### src/rtl/mu_fifo_burst_reader.sv
// FIFO read-port consumer: pops words, absorbs read latency in a credit-controlled
// 2-entry buffer, and tags fixed-length bursts with first/last markers.
module mu_fifo_burst_reader #(
  parameter int unsigned DW         = 32,
  parameter int unsigned BURST_LEN  = 16,
  parameter int unsigned RD_LATENCY = 1,
  parameter int unsigned FCW        = 16
) (
  input  logic           clk,
  input  logic           rst,
  input  logic [DW-1:0]  fifo_dout,
  input  logic           fifo_valid,
  output logic           fifo_ready,
  input  logic           enable,
  input  logic           flush,
  output logic [DW-1:0]  m_data,
  output logic           m_valid,
  input  logic           m_ready,
  output logic           m_first,
  output logic           m_last,
  output logic [FCW-1:0] burst_count,
  output logic           busy
);

  localparam int unsigned   IW       = (BURST_LEN > 1) ? $clog2(BURST_LEN) : 1;
  localparam logic [IW-1:0] LAST_IDX = IW'(BURST_LEN - 1);
  localparam bit            LAT1     = (RD_LATENCY != 0);

  typedef enum logic [1:0] {IDLE, STREAM, DRAIN, FLUSH} state_t;

  state_t        state;
  logic [1:0]    occ;
  logic          inflight;
  logic          keep;
  logic          keep_first;
  logic          keep_last;
  logic [IW-1:0] idx;
  logic [DW-1:0] slot1_data;
  logic          slot1_first;
  logic          slot1_last;

  logic          fire;
  logic          pop;
  logic          take;
  logic          hold;
  logic          space;
  logic          cur_first;
  logic          cur_last;
  logic          wr;
  logic          wr_first;
  logic          wr_last;
  logic [DW-1:0] wr_data;
  logic [1:0]    occ_nxt;
  logic [IW-1:0] idx_nxt;

  assign m_valid   = (occ != 2'd0);
  assign fire      = m_valid & m_ready;
  assign hold      = ~enable & (idx == '0);
  assign cur_first = (idx == '0);
  assign cur_last  = (idx == LAST_IDX);
  assign idx_nxt   = cur_last ? '0 : idx + IW'(1);
  assign busy      = (state != IDLE) | m_valid | inflight;

  // Credit: buffered words plus the captured pop still in flight, net of this cycle's fire.
  assign space = (({1'b0, occ} + {2'b00, keep}) - {2'b00, fire}) < 3'd2;

  always_comb begin
    fifo_ready = 1'b0;
    case (state)
      STREAM:  fifo_ready = space & ~hold;
      FLUSH:   fifo_ready = 1'b1;
      default: fifo_ready = 1'b0;
    endcase
  end

  assign pop  = fifo_valid & fifo_ready;
  assign take = pop & (state == STREAM) & ~flush;

  always_comb begin
    wr_data = fifo_dout;
    if (LAT1) begin
      wr       = keep;
      wr_first = keep_first;
      wr_last  = keep_last;
    end else begin
      wr       = take;
      wr_first = cur_first;
      wr_last  = cur_last;
    end
  end

  always_comb begin
    occ_nxt = occ;
    if (wr & ~fire)
      occ_nxt = occ + 2'd1;
    else if (~wr & fire)
      occ_nxt = occ - 2'd1;
  end

  always_ff @(posedge clk) begin
    if (rst) begin
      state       <= IDLE;
      occ         <= '0;
      inflight    <= 1'b0;
      keep        <= 1'b0;
      keep_first  <= 1'b0;
      keep_last   <= 1'b0;
      idx         <= '0;
      m_data      <= '0;
      m_first     <= 1'b0;
      m_last      <= 1'b0;
      slot1_data  <= '0;
      slot1_first <= 1'b0;
      slot1_last  <= 1'b0;
      burst_count <= '0;
    end else begin
      if (fire & m_last)
        burst_count <= burst_count + FCW'(1);
      inflight   <= LAT1 & pop;
      keep_first <= cur_first;
      keep_last  <= cur_last;

      if (flush && state != FLUSH) begin
        // A pop or capture landing in this cycle is dropped along with the buffer.
        state <= FLUSH;
        occ   <= '0;
        keep  <= 1'b0;
        idx   <= '0;
      end else begin
        keep <= LAT1 & take;
        occ  <= occ_nxt;
        if (take)
          idx <= idx_nxt;

        case (occ)
          2'd0: begin
            if (wr) begin
              m_data  <= wr_data;
              m_first <= wr_first;
              m_last  <= wr_last;
            end
          end
          2'd1: begin
            if (wr & fire) begin
              m_data  <= wr_data;
              m_first <= wr_first;
              m_last  <= wr_last;
            end else if (wr) begin
              slot1_data  <= wr_data;
              slot1_first <= wr_first;
              slot1_last  <= wr_last;
            end
          end
          default: begin
            if (fire) begin
              m_data  <= slot1_data;
              m_first <= slot1_first;
              m_last  <= slot1_last;
            end
            if (wr) begin
              slot1_data  <= wr_data;
              slot1_first <= wr_first;
              slot1_last  <= wr_last;
            end
          end
        endcase

        case (state)
          IDLE: begin
            if (enable)
              state <= STREAM;
          end
          STREAM: begin
            if (hold)
              state <= IDLE;
            else if (take & cur_last & ~enable)
              state <= DRAIN;
          end
          DRAIN: begin
            if (occ_nxt == 2'd0)
              state <= IDLE;
          end
          FLUSH: begin
            if (~fifo_valid & ~inflight)
              state <= IDLE;
          end
          default: state <= IDLE;
        endcase
      end
    end
  end

endmodule

### config.mk
export PLATFORM = sky130hd
export DESIGN_NAME = mu_fifo_burst_reader
export DESIGN_NICKNAME = d
export VERILOG_FILES = /design/src/rtl/mu_fifo_burst_reader.sv
export SDC_FILE = /design/constraint.sdc
export NUM_CORES = 1
export LEC_CHECK = 0
export BUFFER_PORTS_ARGS = -buffer_cell sky130_fd_sc_hd__buf_2
export CAP_MARGIN = 30
export CORE_ASPECT_RATIO = 0.75
export CORE_MARGIN = 2
export CORE_UTILIZATION = 30
export DETAILED_ROUTE_END_ITERATION = 10
export PLACE_DENSITY = 0.61
export SLEW_MARGIN = 15
export SYNTH_ARGS = -nofsm -noshare
export SYNTH_HDL_FRONTEND = slang
export SYNTH_SLANG_ARGS = --single-unit
### constraint.sdc
create_clock -name clk -period 5.48 [get_ports clk]
set_input_delay 0.548 -clock clk [delete_from_list [all_inputs] [get_ports clk]]
set_output_delay 0.548 -clock clk [all_outputs]
set_load 0.01 [all_outputs]
==> metrics.txt, run 1 <==
Peak Freq 292 MHz; die area 16300 um2; maximum clock insertion buffer count 2; aggregate global routing overflow 0; Peak VDD IR 124 uV; Starting Density 30.4%; final slew viol count 0; first drt pass iteration count 4; proportion of layout cells with a drive suffix above 1 25.5%; Die H 111 um; RSZ-0062 raised after global routing false; area of the multi-input gates 2410 um2; Antenna Diode Count 0; max_slew headroom 39.8%; commonest cells after routing, fill and taps aside nand2_1 (110), dfxtp_1 (96), buf_2 (89); largest net degree at the start of global routing 69; worst path arrival time 2880 ps; WL per Instance 14.6 um; H-tree Lvls 3; CP startpoint kind register; Period minus WS final 3430 ps; Post-Synthesis Net Count 603; # Post-CTS Setup Buffers 0; Post-Route WL 12100 um; I/O pin count 91; # hold bufs at CTS 0; crit share post-route 62.5%; Core Area 15100 um2; placed wire-length estimate 7290 um; synthesized area 4580 um2; nets 662; final hold vios 0; Pleak 1.91 nW; initial antenna violation count 0; worst slack at placement 2300 ps; most common cell after layout, fill and taps aside nand2_1; CTS tree built; synth warn 0; total clock sinks 96; Post-Syn Instances 559; setup TNS 0 ps; Worst EP required 4930 ps; Std-Cell Rows 39; register area share after synthesis 41.9%; worst slew pin tran 902 ps; Num CTS Buffers 9; status finished clean; clock-pin slew on the worst setup and hold paths 70 ps; Reg area 1920 um2; critical path endpoint category output pin; Post-Synth Adder-Cell Area 1.80%; Root Driver clkbuf_16; largest family of logic cells by synthesized area compound AO/OA/AOI/OAI gates; gp weighted congestion 0.776; post-cts sizing count 0; first-pass GRT wire length 19500 um; vias in the first global route 3627; area delta synth->final 18.4%; Clock Latency Late Sink 340 ps; setup ws final 2050 ps; crit path max fanout 7; Buffers on Ports 90; Worst Hold Class reg2reg; die width 147 um; Clock Skews 6.08 ps; post-synthesis xor/xnor area fraction 2.29%; Compound-Gate Fraction of Synth Area 25.2%; ys async rst share 0%; Detail Route Antenna Nets 0; Vias 4066; library cells used by synthesis 46; register bit total from synthesis 96; Tot GR Track Use 14.7%; Simple-Gate Fraction of Synth Area 22.0%; multiplexer share of the synthesized area 0.873%; PwrDens 256 nW/um2; max_cap viols 0; fillers 1570; number of enable flip-flop cells after synthesis 0; Most used DFF post-synth dfxtp_1; final setup violation count 0; DR DRC count 0; Initial DRC Count 264; crit path kind reg2out; Avg Cell Area, Syn 8.20 um2; vias per cell 4.91
-- cell usage after synthesis (2+ instances only) --
master	instances	area share [%]
a211o_1	2	0.38
a21oi_1	46	5.0
a21oi_2	34	6.5
a22o_1	34	6.5
a311oi_1	3	0.57
buf_1	6	0.49
buf_2	10	1.1
buf_6	4	0.98
clkbuf_1	28	2.3
dfxtp_1	96	42
ha_1	5	1.4
inv_1	12	0.98
mux2i_1	4	0.87
nand2_1	110	9.0
nand2b_1	2	0.27
nand3_1	39	4.3
nand4_1	5	0.68
nor2_1	17	1.4
nor3_1	6	0.66
nor4_1	4	0.55
nor4b_1	5	0.96
o21ai_0	40	4.4
o31ai_1	4	0.66
or2_2	2	0.27
or3_1	4	0.55
or4_1	6	0.98
or4b_2	2	0.44
xnor2_1	10	1.9
xor2_1	2	0.38
-- worst max-delay path, stage by stage, from the launching register on --
cell      delay, ps
dfxtp_1         460
inv_1           150
ha_1            210
nand2b_1        270
xnor2_1         240
nand2_1         110
fa_1            500
nand3b_1        130
o31ai_1         290
buf_2           190
-- power breakdown --
part	internal, W	switching, W
registers	0.000701	0.00000428
logic	0.0000255	0.0000446
clock network	0.000345	0.000271
-- routing by layer --
metal  track usage, %  vias to the layer above  share of wire [%]
met5                0                        -                  0
met2             21.5                       87                 43
met1             21.3                     1890                 51
li1                 -                     2087                  -
met3             4.20                        2                5.4
met4             3.62                        0               0.26
-- flip-flops by register name, summed over array words and instances, names as in the netlist --
name / count
m_data: 32
slot1_data: 32
burst_count: 16
idx: 4
occ: 2
state: 2
inflight: 1
keep: 1
keep_first: 1
keep_last: 1
m_first: 1
m_last: 1
slot1_first: 1
slot1_last: 1
-- kinds of logic after synthesis --
logic type	after synthesis
flops	96
compound gates	169
xor+xnor	12
buf+inv	61
mux	4
fa+ha+maj	6
simple gates	211
-- cell type report --
| class | instances | share of cell area [%] |
|---|---|---|
| clock buffer | 12 | 4.91 |
| multi-input combinational | 402 | 44.3 |
| clock inverter | 4 | 0.507 |
| sequential | 96 | 35.4 |
| inverter | 12 | 0.829 |
| timing repair buffer | 97 | 9.31 |
| tap | 205 | 4.72 |
-- stage by stage --
step                std cells  total power [W]  cell area (um2)  util [%]  hold slack (ps)
floorplan                 559         0.000761             4580         -              428
global placement          812         0.000792             5140      34.1              442
CTS                       828          0.00142             5430      36.0              427
finish                    828          0.00139             5430      36.0              453
detailed placement        812         0.000792             5140      34.1              444
global route              828          0.00145             5430      36.0              447
-- worst paths after layout --
kind / cells past startpoint / slack (ps) / to / from
setup / recovery: 9 / 2050 / fifo_ready / occ[1]$_SDFF_PP0_
hold / removal: 2 / 450 / slot1_first$_SDFFE_PP0P_ / keep_first$_SDFF_PP0_
setup reg to reg: 10 / 2260 / idx[3]$_SDFFE_PP0P_ / occ[1]$_SDFF_PP0_
hold reg to reg: 2 / 450 / slot1_first$_SDFFE_PP0P_ / keep_first$_SDFF_PP0_
Power figures use the tool's default switching activity.
==> run 2: changes to the inputs <==
--- a/config.mk
+++ b/config.mk
@@ -11,7 +11,7 @@
 export CORE_MARGIN = 2
 export CORE_UTILIZATION = 30
 export DETAILED_ROUTE_END_ITERATION = 10
-export PLACE_DENSITY = 0.61
+export PLACE_DENSITY = 0.62
 export SLEW_MARGIN = 15
 export SYNTH_ARGS = -nofsm -noshare
 export SYNTH_HDL_FRONTEND = slang
==> constraint.sdc (replaced) <==
create_clock -name clk -period 2.9 [get_ports clk]
set_input_delay 0.29 -clock clk [delete_from_list [all_inputs] [get_ports clk]]
set_output_delay 0.29 -clock clk [all_outputs]
set_load 0.01 [all_outputs]
==> run 2 against run 1 <==
Effect of this change: routed wire length down 5.0%; critical path depth unchanged; sequential cell count unchanged; final cell count up 0.85%; non-clock buffer count is 8 higher; die area is the same; clock power up 95%; worst hold slack worse by 260 ps; setup slack worse by 1900 ps; global-route usage is 0.15 points lower; critical endpoint unchanged; largest cell class unchanged.
==> metrics.txt, run 2 (synthesis gave the netlist of run 1 again) <==
status finished clean; largest net degree at the start of global routing 72; final slew viol count 0; gp weighted congestion 0.740; clock-pin slew on the worst setup and hold paths 70 ps; switching portion of total power 22.8%; Root Driver clkbuf_16; Pleak 1.98 nW; first drt pass iteration count 4; Std-Cell Rows 39; max_slew headroom 38.3%; Peak Freq 365 MHz; aggregate global routing overflow 0; Internal 0.00206 W; crit path max fanout 5; Die H 111 um; worst slew pin tran 925 ps; RSZ-0062 raised after global routing false; biggest regs m_data: 32 flops, slot1_data: 32 flops, burst_count: 16 flops; CP startpoint kind register; Antenna Diode Count 0; PwrDens 481 nW/um2; Core Area 15100 um2; worst path arrival time 2450 ps; Initial DRC Count 196; sequential power share 49.9%; total clock sinks 96; I/O pin count 91; fillers 1583; Starting Density 30.4%; Clk pwr share 45.0%; Clock Skews 5.29 ps; most common cell after layout, fill and taps aside nand2_1; die area 16300 um2; crit path cell chain inv_4 > ha_4 > nand2b_4 > xnor2_2 > nand2_1 > fa_1 > nand3b_1 > o31ai_2 > buf_2; Num CTS Buffers 9; Total Power 0.00267 W; crit share post-route 94.5%; crit path kind reg2out; # hold bufs at CTS 0; commonest cells after routing, fill and taps aside nand2_1 (110), dfxtp_1 (95), buf_2 (89); CP startpoint occ[1]$_SDFF_PP0_; CTS tree built; placed wire-length estimate 7180 um; area delta synth->final 21.2%; hold_sp fifo_dout[24]; Peak VDD IR 257 uV; Period minus WS final 2740 ps; first-pass GRT wire length 19600 um; Tot GR Track Use 14.6%; Worst EP required 2610 ps; Clock Latency Late Sink 340 ps; worst flop-to-flop path startpoint occ[1]$_SDFF_PP0_; final hold vios 0; die width 147 um; slowest CP cell fa_1; switching pwr 0.000609 W; critical path endpoint category output pin; Buffers on Ports 90; Logic pwr share 5.2%; vias in the first global route 3874; setup TNS 0 ps; H-tree Lvls 3; Crit path largest cell delay 490 ps; max_cap viols 0; initial antenna violation count 0; maximum clock insertion buffer count 2; DR DRC count 0; proportion of layout cells with a drive suffix above 1 27.6%; final setup violation count 0; nets 670; Vias 4082; WL per Instance 13.8 um; Worst Hold Class in2reg; Detail Route Antenna Nets 0; vias per cell 4.89; Post-Route WL 11500 um
## run 2: path summary, 6_finish.rpt
kind	end	slack, ps	depth (start not counted)
worst max-delay path	fifo_ready	160	9
worst min-delay path	slot1_data[24]$_SDFFE_PP0P_	200	3
worst max register to register	state[0]$_SDFFE_PP0P_	300	10
worst min register to register	slot1_data[7]$_SDFFE_PP0P_	450	2
## run 2: worst max-delay path: cells and delay by family (launching register included)
kind,cells,cell delay (ps)
flip-flops,1,380
adder cells (fa/ha/maj),2,640
AND/OR/NAND/NOR,3,390
XOR/XNOR,1,170
AO/OA/AOI/OAI,1,300
buffers and inverters,2,230
## run 2: routing by layer
layer	GRT usage (%)	vias to the layer above	wire length, um
li1	-	2102	-
met1	20.8	1891	5940
met2	22.0	79	4920
met3	3.74	10	516
met4	3.30	0	103
met5	0	-	0
## run 2: stage by stage
stage | std cells | util, % | setup slack, ps | hold WS, ps | instance area (um2)
CTS | 833 | 36.6 | 40.4 | 182 | 5520
floorplan | 559 | - | -12.4 | 426 | 4630
detailed placement | 818 | 34.6 | 201 | 447 | 5220
finish | 835 | 36.8 | 159 | 198 | 5560
global placement | 818 | 34.6 | 200 | 443 | 5220
global route | 835 | 36.8 | 1.98 | 185 | 5560
## run 2: cell type report
type                    count  area (um2)  area share, %
multi-input cells         402        2450           44.1
flip-flops and latches     96        1930           34.7
repair buffers            105         578           10.4
well taps                 205         256           4.62
clock buffers              10         239           4.30
clock inverters             5        57.6           1.04
inverters                  12        47.5          0.856
## run 2: power groups by stage
stage               combinational (W)  clock [W]  sequential [W]
finish                       0.000139    0.00120         0.00133
global route                 0.000154    0.00131         0.00133
CTS                          0.000139    0.00124         0.00133
detailed placement           0.000138          0         0.00136
global placement             0.000139          0         0.00136
floorplan                   0.0000791          0         0.00136
## run 2: timing repair
| item | 4_1_cts | 5_1_grt |
|---|---|---|
| gates resized for setup | 1 | 5 |
| setup buffers | 0 | 2 |
| pin swaps | 0 | 2 |
| setup endpoints to repair | 1 | 5 |
==> run 3: changes to the inputs <==
--- a/config.mk
+++ b/config.mk
@@ -10,6 +10,7 @@
 export CORE_ASPECT_RATIO = 0.75
 export CORE_MARGIN = 2
 export CORE_UTILIZATION = 30
+export CTS_BUF_LIST = sky130_fd_sc_hd__clkbuf_4 sky130_fd_sc_hd__clkbuf_8
 export DETAILED_ROUTE_END_ITERATION = 10
 export PLACE_DENSITY = 0.62
 export SLEW_MARGIN = 15
==> run 3 against run 2 <==
Effect of this change: first-iteration DRC count down 11%; via count down 0.49%; largest power group unchanged; core utilization down 0.66 points; critical path type unchanged.
==> metrics.txt, run 3 (synthesis gave the netlist of run 1 again) <==
status finished clean; CP startpoint kind register; commonest cells after routing, fill and taps aside nand2_1 (110), dfxtp_1 (94), buf_2 (89); Worst path depth 9; Worst Hold Class in2reg; biggest regs m_data: 32 flops, slot1_data: 32 flops, burst_count: 16 flops; worst path arrival time 2470 ps; Post-Route WL 11500 um; I/O pin count 91; crit share post-route 95.3%; Die H 111 um; Clock Latency Late Sink 350 ps; proportion of layout cells with a drive suffix above 1 27.8%; critical path endpoint category output pin; vias per cell 4.86; RSZ-0062 raised after global routing true; Initial DRC Count 175; die width 147 um; most common cell after layout, fill and taps aside nand2_1; Hold Path Sink slot1_data[24]$_SDFFE_PP0P_; Clock Skews 5.96 ps; Detail Route Antenna Nets 0; R2R cell count 10; reg2reg end state[0]$_SDFFE_PP0P_; first-pass GRT wire length 19500 um; slowest CP cell fa_1; crit path kind reg2out; first drt pass iteration count 4; Buf/Inv on CP 2; Period minus WS final 2760 ps; Crit path largest cell delay 490 ps; R2R setup slack 300 ps; max_slew headroom 39.3%; aggregate global routing overflow 0; Pleak 1.93 nW; crit path max fanout 5; WL per Instance 13.8 um; fillers 1589; crit path cell chain inv_4 > ha_4 > nand2b_4 > xnor2_2 > nand2_1 > fa_1 > nand3b_1 > o31ai_2 > buf_2; Core Area 15100 um2; Peak Freq 362 MHz; vias in the first global route 3861; Starting Density 30.4%; placed wire-length estimate 7180 um; final hold vios 0; worst hold slack 176 ps; gp weighted congestion 0.740; Num CTS Buffers 9; PwrDens 433 nW/um2; Worst EP required 2610 ps; final slew viol count 0; worst flop-to-flop path startpoint occ[1]$_SDFF_PP0_; setup TNS 0 ps; clock-pin slew on the worst setup and hold paths 90 ps; Vias 4062; Tot GR Track Use 14.5%; Buffers on Ports 90; DR DRC count 0; Antenna Diode Count 0; area delta synth->final 19.0%; nets 670; Std-Cell Rows 39; worst slew pin tran 911 ps; CTS tree built; # hold bufs at CTS 0; H-tree Lvls 3; Cells on Worst Hold Path 3; maximum clock insertion buffer count 2; delay-heaviest family, CP adder cells; hold_sp fifo_dout[24]; die area 16300 um2; Root Driver clkbuf_8; largest net degree at the start of global routing 72; total clock sinks 96; initial antenna violation count 0; Peak VDD IR 221 uV; max_cap viols 0; final setup violation count 0
## run 3: per-stage QoR
stage	cell area, um2	cells	power (W)	setup WS (ps)	utilization [%]
6_report	5460	835	0.00236	136	36.2
2_1_floorplan	4630	559	0.00144	-12.4	-
3_5_place_dp	5220	818	0.00150	201	34.6
3_3_place_gp	5220	818	0.00150	200	34.6
5_1_grt	5460	835	0.00248	-42.3	36.2
4_1_cts	5420	833	0.00241	2.16	35.9
## run 3: where the power goes
| part | switching (W) | internal, W |
|---|---|---|
| clock network | 0.000474 | 0.000416 |
| registers | 0.00000826 | 0.00132 |
| logic | 0.0000853 | 0.0000532 |
| total | 0.000567 | 0.00179 |
## run 3: timing repair
action | CTS | global route
gates resized for setup | 1 | 6
pin swaps | 0 | 2
setup endpoints to repair | 1 | 5
buffers inserted | 0 | 2
## run 3: worst max-delay path by stage
stage,from,to,slack (ps)
after CTS,occ[1]$_SDFF_PP0_,fifo_ready,2
after global routing,occ[1]$_SDFF_PP0_,fifo_ready,-40
after global placement,occ[1]$_SDFF_PP0_,idx[1]$_SDFFE_PP0P_,200
after floorplan,occ[0]$_SDFF_PP0_,idx[3]$_SDFFE_PP0P_,-10
final,occ[1]$_SDFF_PP0_,fifo_ready,140
after detailed placement,occ[1]$_SDFF_PP0_,idx[3]$_SDFFE_PP0P_,200
## run 3: per-layer routing
metal  track usage, %  part of all wire [%]  vias up
met5                0                     0        -
met4             2.91                  0.74        0
met3             3.74                   4.7        8
met2             22.0                    42       86
li1                 -                     -     2097
met1             20.8                    52     1871
## run 3: cell type report
type	count	area, um2	share of cell area, %
repair buffers	105	578	10.6
clock buffers	10	138	2.52
clock inverters	5	57.6	1.06
multi-input cells	402	2450	44.9
well taps	205	256	4.70
inverters	12	47.5	0.872
flip-flops and latches	96	1930	35.3
## run 3: worst register-to-register path: stages (launching register included)
cell      delay (ps)
dfxtp_4          390
inv_4             60
ha_4             150
nand2b_4         140
xnor2_2          170
nand2_1          100
fa_1             390
xor2_1           330
nor4_1           140
or4_1            410
a311oi_1         250
